--- src/rtl/serial_alu_if.sv ---
// Request/response bundle for the bit-serial ALU: operand request in, flagged result out.
interface serial_alu_if #(
  parameter int DATA_WIDTH = 32
);
  logic                  in_valid;
  logic                  in_ready;
  logic [2:0]            op;
  logic [DATA_WIDTH-1:0] a;
  logic [DATA_WIDTH-1:0] b;
  logic                  out_valid;
  logic                  out_ready;
  logic [DATA_WIDTH-1:0] result;
  logic                  carry;
  logic                  overflow;
  logic                  zero;
  logic                  err;

  modport master (
    output in_valid, op, a, b, out_ready,
    input  in_ready, out_valid, result, carry, overflow, zero, err
  );

  modport slave (
    input  in_valid, op, a, b, out_ready,
    output in_ready, out_valid, result, carry, overflow, zero, err
  );
endinterface

--- src/rtl/serial_alu.sv ---
// Bit-serial ALU: one operand bit per clock, LSB first, with ADD/SUB/NOT/AND/OR/XOR,
// carry/overflow/zero/err flags and valid/ready request and response handshakes.
module serial_alu #(
  parameter int DATA_WIDTH = 32
) (
  input logic         clk,
  input logic         reset,
  serial_alu_if.slave bus
);
  localparam int CW = $clog2(DATA_WIDTH);

  localparam logic [2:0] OP_ADD = 3'd0;
  localparam logic [2:0] OP_SUB = 3'd1;
  localparam logic [2:0] OP_NOT = 3'd2;
  localparam logic [2:0] OP_AND = 3'd3;
  localparam logic [2:0] OP_OR  = 3'd4;
  localparam logic [2:0] OP_XOR = 3'd5;

  typedef enum logic [1:0] {IDLE, BUSY, DONE} state_t;

  state_t                state_reg;
  logic [DATA_WIDTH-1:0] a_sh_reg;
  logic [DATA_WIDTH-1:0] b_sh_reg;
  logic [DATA_WIDTH-1:0] res_sh_reg;
  logic [DATA_WIDTH-1:0] result_reg;
  logic [2:0]            op_reg;
  logic [CW-1:0]         cnt_reg;
  logic                  c_reg;
  logic                  carry_reg;
  logic                  overflow_reg;
  logic                  zero_reg;
  logic                  err_reg;
  logic                  out_valid_reg;

  logic                  b_bit;
  logic                  sum_bit;
  logic                  cout;
  logic                  r_bit;
  logic                  is_arith;
  logic                  last_bit;
  logic [DATA_WIDTH-1:0] res_sh_next;

  always_comb begin
    is_arith    = (op_reg == OP_ADD) || (op_reg == OP_SUB);
    // Subtraction is a + ~b + 1; the +1 comes from the carry register's initial value.
    b_bit       = (op_reg == OP_SUB) ? ~b_sh_reg[0] : b_sh_reg[0];
    sum_bit     = a_sh_reg[0] ^ b_bit ^ c_reg;
    cout        = (a_sh_reg[0] & b_bit) | (a_sh_reg[0] & c_reg) | (b_bit & c_reg);
    r_bit       = sum_bit;
    case (op_reg)
      OP_NOT:  r_bit = ~a_sh_reg[0];
      OP_AND:  r_bit = a_sh_reg[0] & b_sh_reg[0];
      OP_OR:   r_bit = a_sh_reg[0] | b_sh_reg[0];
      OP_XOR:  r_bit = a_sh_reg[0] ^ b_sh_reg[0];
      default: r_bit = sum_bit;
    endcase
    res_sh_next = {r_bit, res_sh_reg[DATA_WIDTH-1:1]};
    last_bit    = (cnt_reg == CW'(DATA_WIDTH - 1));
  end

  always_ff @(posedge clk) begin
    if (reset) begin
      state_reg     <= IDLE;
      a_sh_reg      <= '0;
      b_sh_reg      <= '0;
      res_sh_reg    <= '0;
      result_reg    <= '0;
      op_reg        <= '0;
      cnt_reg       <= '0;
      c_reg         <= 1'b0;
      carry_reg     <= 1'b0;
      overflow_reg  <= 1'b0;
      zero_reg      <= 1'b0;
      err_reg       <= 1'b0;
      out_valid_reg <= 1'b0;
    end else begin
      case (state_reg)
        IDLE: begin
          if (bus.in_valid) begin
            if (bus.op <= OP_XOR) begin
              a_sh_reg  <= bus.a;
              b_sh_reg  <= bus.b;
              op_reg    <= bus.op;
              cnt_reg   <= '0;
              c_reg     <= (bus.op == OP_SUB);
              state_reg <= BUSY;
            end else begin
              // Illegal opcode: respond immediately; zero stays 0 even though result is 0.
              result_reg    <= '0;
              carry_reg     <= 1'b0;
              overflow_reg  <= 1'b0;
              zero_reg      <= 1'b0;
              err_reg       <= 1'b1;
              out_valid_reg <= 1'b1;
              state_reg     <= DONE;
            end
          end
        end
        BUSY: begin
          a_sh_reg   <= a_sh_reg >> 1;
          b_sh_reg   <= b_sh_reg >> 1;
          res_sh_reg <= res_sh_next;
          cnt_reg    <= cnt_reg + 1'b1;
          if (is_arith) begin
            c_reg <= cout;
          end
          if (last_bit) begin
            // c_reg still holds the carry into the MSB here.
            result_reg    <= res_sh_next;
            zero_reg      <= (res_sh_next == '0);
            carry_reg     <= is_arith ? cout : 1'b0;
            overflow_reg  <= is_arith ? (c_reg ^ cout) : 1'b0;
            err_reg       <= 1'b0;
            out_valid_reg <= 1'b1;
            state_reg     <= DONE;
          end
        end
        DONE: begin
          if (bus.out_ready) begin
            out_valid_reg <= 1'b0;
            state_reg     <= IDLE;
          end
        end
        default: state_reg <= IDLE;
      endcase
    end
  end

  assign bus.in_ready  = (state_reg == IDLE);
  assign bus.out_valid = out_valid_reg;
  assign bus.result    = result_reg;
  assign bus.carry     = carry_reg;
  assign bus.overflow  = overflow_reg;
  assign bus.zero      = zero_reg;
  assign bus.err       = err_reg;
endmodule
--- src/flat_wrapper.sv ---
// flat-port wrapper written by rule: the top's interface ports become plain ports
module serial_alu_flat 
#(
  parameter int DATA_WIDTH = 32
)
  (clk, reset, bus_in_valid, bus_op, bus_a, bus_b, bus_out_ready, bus_in_ready, bus_out_valid, bus_result, bus_carry, bus_overflow, bus_zero, bus_err);
  serial_alu_if #(.DATA_WIDTH(DATA_WIDTH)) bus_i ();
  input logic clk;
  input logic reset;
  input wire logic [$bits(bus_i.in_valid)-1:0] bus_in_valid;
  input wire logic [$bits(bus_i.op)-1:0] bus_op;
  input wire logic [$bits(bus_i.a)-1:0] bus_a;
  input wire logic [$bits(bus_i.b)-1:0] bus_b;
  input wire logic [$bits(bus_i.out_ready)-1:0] bus_out_ready;
  output wire logic [$bits(bus_i.in_ready)-1:0] bus_in_ready;
  output wire logic [$bits(bus_i.out_valid)-1:0] bus_out_valid;
  output wire logic [$bits(bus_i.result)-1:0] bus_result;
  output wire logic [$bits(bus_i.carry)-1:0] bus_carry;
  output wire logic [$bits(bus_i.overflow)-1:0] bus_overflow;
  output wire logic [$bits(bus_i.zero)-1:0] bus_zero;
  output wire logic [$bits(bus_i.err)-1:0] bus_err;
  assign bus_i.in_valid = bus_in_valid;
  assign bus_i.op = bus_op;
  assign bus_i.a = bus_a;
  assign bus_i.b = bus_b;
  assign bus_i.out_ready = bus_out_ready;
  assign bus_in_ready = bus_i.in_ready;
  assign bus_out_valid = bus_i.out_valid;
  assign bus_result = bus_i.result;
  assign bus_carry = bus_i.carry;
  assign bus_overflow = bus_i.overflow;
  assign bus_zero = bus_i.zero;
  assign bus_err = bus_i.err;
  serial_alu #(.DATA_WIDTH(DATA_WIDTH)) u_core (.clk(clk), .reset(reset), .bus(bus_i));
endmodule
--- config.mk ---
export PLATFORM = sky130hd
export DESIGN_NAME = serial_alu_flat
export DESIGN_NICKNAME = d
export VERILOG_FILES = /design/src/rtl/serial_alu_if.sv /design/src/rtl/serial_alu.sv /design/src/flat_wrapper.sv
export SDC_FILE = /design/constraint.sdc
export NUM_CORES = 1
export LEC_CHECK = 0
export ABC_AREA = 1
export BUFFER_PORTS_ARGS = -buffer_cell sky130_fd_sc_hd__buf_4
export CAP_MARGIN = 0
export CORE_ASPECT_RATIO = 2
export CORE_MARGIN = 1
export CORE_UTILIZATION = 56
export DETAILED_ROUTE_END_ITERATION = 8
export PLACE_DENSITY = 0.88
export SLEW_MARGIN = 10
export SYNTH_ARGS = -nofsm -noshare
export SYNTH_HDL_FRONTEND = slang
export SYNTH_SLANG_ARGS = --single-unit
export TNS_END_PERCENT = 100
--- constraint.sdc ---
create_clock -name clk -period 2.2 [get_ports clk]
set_input_delay 0.33 -clock clk [delete_from_list [all_inputs] [get_ports clk]]
set_output_delay 0.33 -clock clk [all_outputs]
set_load 0.02 [all_outputs]
# Word-level counts from Yosys, hierarchy flattened
# Index checks and enable logic that the tools add are counted.
# totals
out_inout_bits,38
reg_bits,144
inputBits,71
elab_cells,96
# classes
order_cmp,1
bitwise,13
addsub,1
n_reduce_logical,12
mux,41
eq_ne,15
# op_table
operator,n
$mux 32,7
$pmux 32 s2,3
$logic_not 32->1,1
$mux 1,16
$mux 5,2
$pmux 1 s2,5
$pmux 5 s2,1
$reduce_and 3->1,3
$mux 2,4
$reduce_and 4->1,2
$eq 3x1->1 const B,2
$eq 3x2->1 const B,2
$eq 3x3->1 const B,2
$ne 2x1->1 const B,3
$ne 2x2->1 const B,3
$pmux 2 s3,1
$add 5x1->5 const B,1
$eq 5x5->1 const B,1
$reduce_and 5->1,1
$and 1x1->1,4
$pmux 1 s4,1
$xor 1x1->1,4
$le 3x3->1 const B,1
$logic_not 3->1,1
9 further kinds,12

# Longest topological paths before layout
# Gate-level depths: netlist (run 1).
# logic_depth
word_depth,9
mapped_depth,12
depth_no_buf,11

# Worst setup path before layout (run 1)
# No wires, ideal clock.
# synth_timing
kind,reg2reg
start,register u_core.op_reg[1]
end,"register u_core.zero_reg, in the netlist u_core.bus.zero"
slack_ps,511
synth_period_minus_slack_ps,1689
t_arrival_ps,1619
t_required_ps,2130
n_path_buf,0
setup_time_ps,70
path_stages_with_launch,9
path_cell_list,dfxtp_1 inv_1 nand3_1 xor2_1 fa_1 or2_2 nand2_1 nand2_1 a21oi_1
# synth_between
elab_chain_len,8
word_cells_on_any_way,12
cone_classes,eq/ne: 5; mux: 4; bitwise: 2; reduce/logical: 1
# synth_rtl
element,line,text
start: declaration,serial_alu.sv:26,logic [2:0] op_reg;
start signal: assignment,serial_alu.sv:83,op_reg <= bus.op;
$eq 3x1->1,serial_alu.sv:46,b_bit = (op_reg == OP_SUB) ? ~b_sh_reg[0] : b_sh_reg[0];
$mux 1,serial_alu.sv:46,
$xor 1x1->1 (2 in series),serial_alu.sv:47,sum_bit = a_sh_reg[0] ^ b_bit ^ c_reg;
$pmux 1 s4 *,serial_alu.sv:50,case (op_reg)
$logic_not 32->1 *,serial_alu.sv:110,zero_reg <= (res_sh_next == '0);
$mux 1 *,serial_alu.sv:107,if (last_bit) begin
$pmux 1 s2 *,serial_alu.sv:77,case (state_reg)
end signal: assignment,serial_alu.sv:110,
end: declaration,serial_alu.sv:31,logic zero_reg;
# Every way passes the cells marked *; elsewhere a longest branch is shown, timed or not. The select of a mux whose other input is x is not followed.
# A chain may end at the register's enable or synchronous reset.

# Worst setup path in the final report (run 1)
# layout_timing
start,register u_core.cnt_reg[0]
end,"register u_core.result_reg[30], in the netlist u_core.bus.result[30]"
# layout_between
elab_chain_len,3
# layout_rtl
element,line,text
start: declaration,serial_alu.sv:27,logic [CW-1:0] cnt_reg;
start signal: assignment,serial_alu.sv:103,cnt_reg <= cnt_reg + 1'b1;
$eq 5x5->1,serial_alu.sv:58,last_bit = (cnt_reg == CW'(DATA_WIDTH - 1));
$ne 2x1->1 (no source line),-,
$reduce_and 4->1 (no source line),-,
end signal: assignment,serial_alu.sv:109,result_reg <= res_sh_next;
end: declaration,serial_alu.sv:25,logic [DATA_WIDTH-1:0] result_reg;
# Every way passes these cells.

==> run metrics, run 1 <==
Max Buffers Root-to-Sink 2; Initial Util 57.8%; Critical Path Source Type flip-flop; Chip Width 75.7 um; H-tree lvl count 4; RSZ-0062 raised after global routing false; Hold Path End u_core.a_sh_reg[31]$_SDFFE_PP0P_; hold path start bus_a[31]; Critical R2R Capture u_core.bus.result[30]$_SDFFE_PP0P_; GRT Total Usage 24.9%; Post-Place Cell Area 0.00686 mm^2; final hold vios 0; Post-CTS Resized 0; Max Clk Rate 500 MHz; fin crit share 90.9%; vias 5,495; core area 0.0105 mm^2; Worst EP arrival 2.28 ns; Setup Skew 0.00936 ns; gp weighted congestion 0.777; row cnt 53; largest net degree at the start of global routing 84; initial antenna violation count 0; num ports 109; routed len/inst 13.1 um; Num CTS Buffers 17; max cap viols 0; Commonest cells post-synth nand2_1, dfxtp_1, a31oi_1; Syn Area/Cell 7.82 um^2; hpwl dp 8380 um; min cycle time layout 2.00 ns; total congestion overflow 0; clock root buffer clkbuf_16; Max VDD drop 0.000649 V; post-synthesis register bit count 143; DR vias/cell 5.45; Clock power frac 44.0%; Final Cell Area 0.00750 mm^2; Worst R2R Setup Slack 0.20 ns; worst skew pair latency 0.42 ns; ranking of synthesized cells by area dfxtp_1, nand2_1, a31oi_1, a21oi_1, o21ai_0; CTS tree built; Unique masters post-synth 34; Net Sw Frac 27.0%; Power Internal 5.13 mW; sequential share of power 41.7%; Synth Warn # 0; layout cells sized above 1 23.3%; Worst Tran Pin Value 0.571 ns; count of flip-flops with a built-in enable after synthesis 0; clock sink total 143; DRC 0; Routed WL 13,200 um; Chip Height 149 um; leakage power 2.93 nW; Critical Path Sink Type flip-flop; area of the mapped netlist 0.00609 mm^2; vias in the first global route 4,965; max_slew headroom 61.9%; clk slew on worst S/H paths 0.06 ns; RR Startpoint u_core.cnt_reg[0]$_SDFFE_PP0P_; ANT nets after route 0; PD cells 936 mW/mm^2; CP required 2.48 ns; Main synth FF type dfxtp_1; Setup Fix Bufs, Post-CTS 0; Net Switching 1.90 mW; ANT cells 0; first-pass GRT wire length 21,900 um; max-slew violation count 0; detailed router's first-iteration violation count 336; Synth async-reset ratio 0%; register area share after synthesis 47.0%; setup tns final 0 ns; HP Class input port to flip-flop; hold path cells 3; fillers 829; die area 0.0113 mm^2; critical path type flip-flop to flip-flop; Pre-antenna DRT Iters 5; top-count cell post-synth nand2_1; top cell type's share of synthesized area 47.0%; FF-to-FF path depth 12; crit path max fanout 33; Finish-stage setup viols 0; Synth Net Count 856; cts hold-fix bufs 0; Synth Instances 779; fin nets 935; PortBufs 108; WHS 0.182 ns; status finished, final reports clean; cell taking the most area after synthesis dfxtp_1; synth-to-layout area growth 23.2%; Logic pwr share 14.4%
metrics by stage:
stage / setup WS (ns) / instances / power [mW] / utilization (%)
finish: 0.201 / 1008 / 7.02 / 71.2
global route: 0.0456 / 1008 / 7.34 / 71.2
CTS: 0.189 / 1008 / 7.08 / 71.2
detailed placement: 0.324 / 976 / 3.99 / 65.1
global placement: 0.403 / 976 / 3.96 / 65.1
floorplan: 0.511 / 779 / 3.74 / -
placed cells by master, fill, tap and decap left out, drive strengths merged:
cell and instances:
o31ai 1, clkinv 5, nor3 6, ha 5, clkbuf 18, clkinvlp 3, o21ai 72, a21oi 77
nand2 253, dfxtp 143, a31oi 63, nand3 40, or2 2, fa 1, xor2 1, buf 119
a211oi 1, nand4 1, and3 1, nor2 32, bufinv 4, inv 23
final cells by class:
class	instances	area, um^2	share of cell area, %
tap	137	171	2.28
clock buffer	18	439	5.85
clock inverter	14	206	2.75
timing repair buffer	119	943	12.6
multi-input combinational	556	2800	37.3
sequential	143	2860	38.1
inverter	21	82.6	1.10
layer usage:
layer  GRT usage (%)  vias to the layer above  share of wire (%)  wire length, um
met4            11.4                        0                2.6              342
met2            41.9                      143                 52             6880
li1                -                     2776                  -                -
met1            28.8                     2550                 41             5450
met5               0                        -                  0                0
met3            6.46                       26                3.9              516
power by group through the flow:
stage / Clock [mW] / Combinational [mW] / Sequential, mW
2_1_floorplan: 0 / 0.786 / 2.96
3_3_place_gp: 0 / 0.991 / 2.97
3_5_place_dp: 0 / 1.01 / 2.98
4_1_cts: 3.14 / 1.01 / 2.92
5_1_grt: 3.25 / 1.14 / 2.95
6_report: 3.09 / 1.01 / 2.93
how the worst max path moves through the flow:
stage	startpoint	endpoint	slack, ns	cells after the start
floorplan	u_core.op_reg[1]$_SDFFE_PP0P_	u_core.bus.zero$_SDFFE_PP0P_	0.51	8
global placement	u_core.cnt_reg[0]$_SDFFE_PP0P_	u_core.bus.result[7]$_SDFFE_PP0P_	0.40	12
detailed placement	u_core.cnt_reg[0]$_SDFFE_PP0P_	u_core.bus.result[5]$_SDFFE_PP0P_	0.32	12
CTS	u_core.cnt_reg[0]$_SDFFE_PP0P_	u_core.bus.result[30]$_SDFFE_PP0P_	0.19	12
global route	u_core.cnt_reg[0]$_SDFFE_PP0P_	u_core.bus.result[30]$_SDFFE_PP0P_	0.05	12
finish	u_core.cnt_reg[0]$_SDFFE_PP0P_	u_core.bus.result[30]$_SDFFE_PP0P_	0.20	12
worst max-delay path, stage by stage (launching register included):
cell and delay (ns):
dfxtp_1 0.37, ha_1 0.18, inv_1 0.05, nor3_1 0.18
ha_1 0.19, inv_1 0.06, nand2_2 0.09, nand2_4 0.06
nor2_4 0.15, clkinv_2 0.07, buf_4 0.23, nand2_1 0.12
a21oi_1 0.08
cells by family after synthesis:
group	count (synthesis)	synth area share, %
simple gates	335	24.3
compound gates	214	20.2
flops	143	47.0
buf+inv	80	7.03
fa+ha+maj	6	1.36
xor+xnor	1	0.144
No activity file was read; power rests on OpenSTA's default activity.
==> inputs of run 2 (changes only) <==
--- a/config.mk
+++ b/config.mk
@@ -12,7 +12,7 @@
 export CORE_MARGIN = 1
 export CORE_UTILIZATION = 56
 export DETAILED_ROUTE_END_ITERATION = 8
-export PLACE_DENSITY = 0.88
+export PLACE_DENSITY = 0.89
 export SLEW_MARGIN = 10
 export SYNTH_ARGS = -nofsm -noshare
 export SYNTH_HDL_FRONTEND = slang
==> run 2 against run 1 <==
Against the previous run:
- via count shrank 0.73%
- first-iteration DRC count down 7.7%
- sequential share of layout area up 0.12 points
- critical path type unchanged
- critical endpoint is now u_core.bus.carry$_SDFFE_PP0P_
==> run metrics, run 2 (same netlist as run 1, synthesis figures left out) <==
layout cells sized above 1 23.4%; Post-CTS Resized 0; detailed router's first-iteration violation count 310; setup tns final 0 ns; first-pass GRT wire length 22,500 um; Worst Tran Pin Value 0.556 ns; CP peak stage delay 0.37 ns; H-tree lvl count 4; hpwl dp 8730 um; DRC 0; Tot Pwr 6.89 mW; total congestion overflow 0; Chip Height 149 um; Chip Width 75.7 um; Slowest cell on crit path dfxtp_1; Max Clk Rate 519 MHz; largest net degree at the start of global routing 80; GRT Total Usage 25.6%; Routed WL 13,300 um; fin nets 936; HP Class input port to flip-flop; initial antenna violation count 0; Max VDD drop 0.000614 V; Critical Path Source Type flip-flop; Num CTS Buffers 17; clk slew on worst S/H paths 0.06 ns; Setup Skew 0.00937 ns; core area 0.0105 mm^2; worst skew pair latency 0.42 ns; critical path type flip-flop to flip-flop; synth-to-layout area growth 22.8%; ANT cells 0; Setup Fix Bufs, Post-CTS 0; DR vias/cell 5.41; RSZ-0062 raised after global routing false; CP cell instances ha_1 -> inv_1 -> nor3_1 -> ha_1 -> inv_1 -> nand2_2 -> nand2_4 -> nor2_4 -> buf_12 -> o21ai_0 -> a21oi_1; PortBufs 108; most common cell after layout, fill and taps aside nand2_1; clock root buffer clkbuf_16; critical path's top delay family simple AND/OR/NAND/NOR gates; min cycle time layout 1.93 ns; vias 5,455; Core Util, Final 71.0%; row cnt 53; cts hold-fix bufs 0; max cap viols 0; Initial Util 57.8%; PD cells 921 mW/mm^2; clock sink total 143; gp weighted congestion 0.778; crit path max fanout 38; fin crit share 87.6%; WP buf/inv 3; status finished, final reports clean; max-slew violation count 0; die area 0.0113 mm^2; Pre-antenna DRT Iters 5; Worst EP arrival 2.26 ns; ANT nets after route 0; Critical Path Sink Type flip-flop; max_slew headroom 62.9%; CP required 2.54 ns; Finish-stage setup viols 0; routed len/inst 13.2 um; vias in the first global route 5,183; Max Buffers Root-to-Sink 2; final hold vios 0; CTS tree built; commonest cells after routing, fill and taps aside nand2_1, dfxtp_1, buf_4; num ports 109; leakage power 2.92 nW
run 2: cell types whose count changed in the layout (fill, tap and decap cells not counted):
cell	change
clkinv_2	+3
clkinv_4	-3
clkinvlp_4	+1
buf_4	+1
bufinv_16	-1
clkbuf_8	+1
inv_8	-1
run 2: worst reg2reg max path, cell delays in order, from the launching register on:
cell and delay [ns]:
dfxtp_1 0.37, ha_1 0.18, inv_1 0.05, nor3_1 0.17
ha_1 0.18, inv_1 0.05, nand2_2 0.09, nand2_4 0.06
nor2_4 0.15, buf_12 0.24, o21ai_0 0.14, a21oi_1 0.17
run 2: final cells by class:
type,instances,area [um^2]
clock inverters,13,161
inverters,21,82.6
well taps,137,171
clock buffers,19,453
repair buffers,120,951
fillers,823,3060
flip-flops and latches,143,2860
multi-input cells,556,2800
run 2: path summary, 6_finish.rpt:
kind / depth (start not counted) / start / endpoint / slack, ns
max: 11 / u_core.cnt_reg[0]$_SDFFE_PP0P_ / u_core.bus.carry$_SDFFE_PP0P_ / 0.27
min: 3 / bus_a[31] / u_core.a_sh_reg[31]$_SDFFE_PP0P_ / 0.18
max reg2reg: 11 / u_core.cnt_reg[0]$_SDFFE_PP0P_ / u_core.bus.carry$_SDFFE_PP0P_ / 0.27
min reg2reg: 2 / u_core.a_sh_reg[31]$_SDFFE_PP0P_ / u_core.a_sh_reg[31]$_SDFFE_PP0P_ / 0.47
run 2: layer usage:
metal / part of all wire (%) / up-vias / routed length [um] / global-route usage (%)
met2: 53 / 153 / 7090 / 44.5
met3: 4.5 / 31 / 598 / 6.94
met1: 40 / 2488 / 5360 / 28.5
li1: - / 2783 / - / -
met4: 2.2 / 0 / 298 / 10.7
met5: 0 / - / 0 / 0
run 2: where the power goes:
part / switching (mW) / total [mW] / leakage (nW) / internal (mW)
registers: 0.120 / 2.92 / 1.17 / 2.80
clock network: 1.11 / 2.95 / 0.292 / 1.84
logic: 0.636 / 1.01 / 1.46 / 0.377
total: 1.87 / 6.89 / 2.92 / 5.03
run 2: through the flow:
stage	worst slack [ns]	hold slack [ns]	instances	area, um^2
after floorplan	0.511	0.433	779	6090
after global placement	0.411	0.451	977	6870
after detailed placement	0.298	0.459	977	6870
after CTS	0.281	0.166	1009	7480
after global routing	0.0616	0.172	1009	7480
final	0.273	0.178	1009	7480
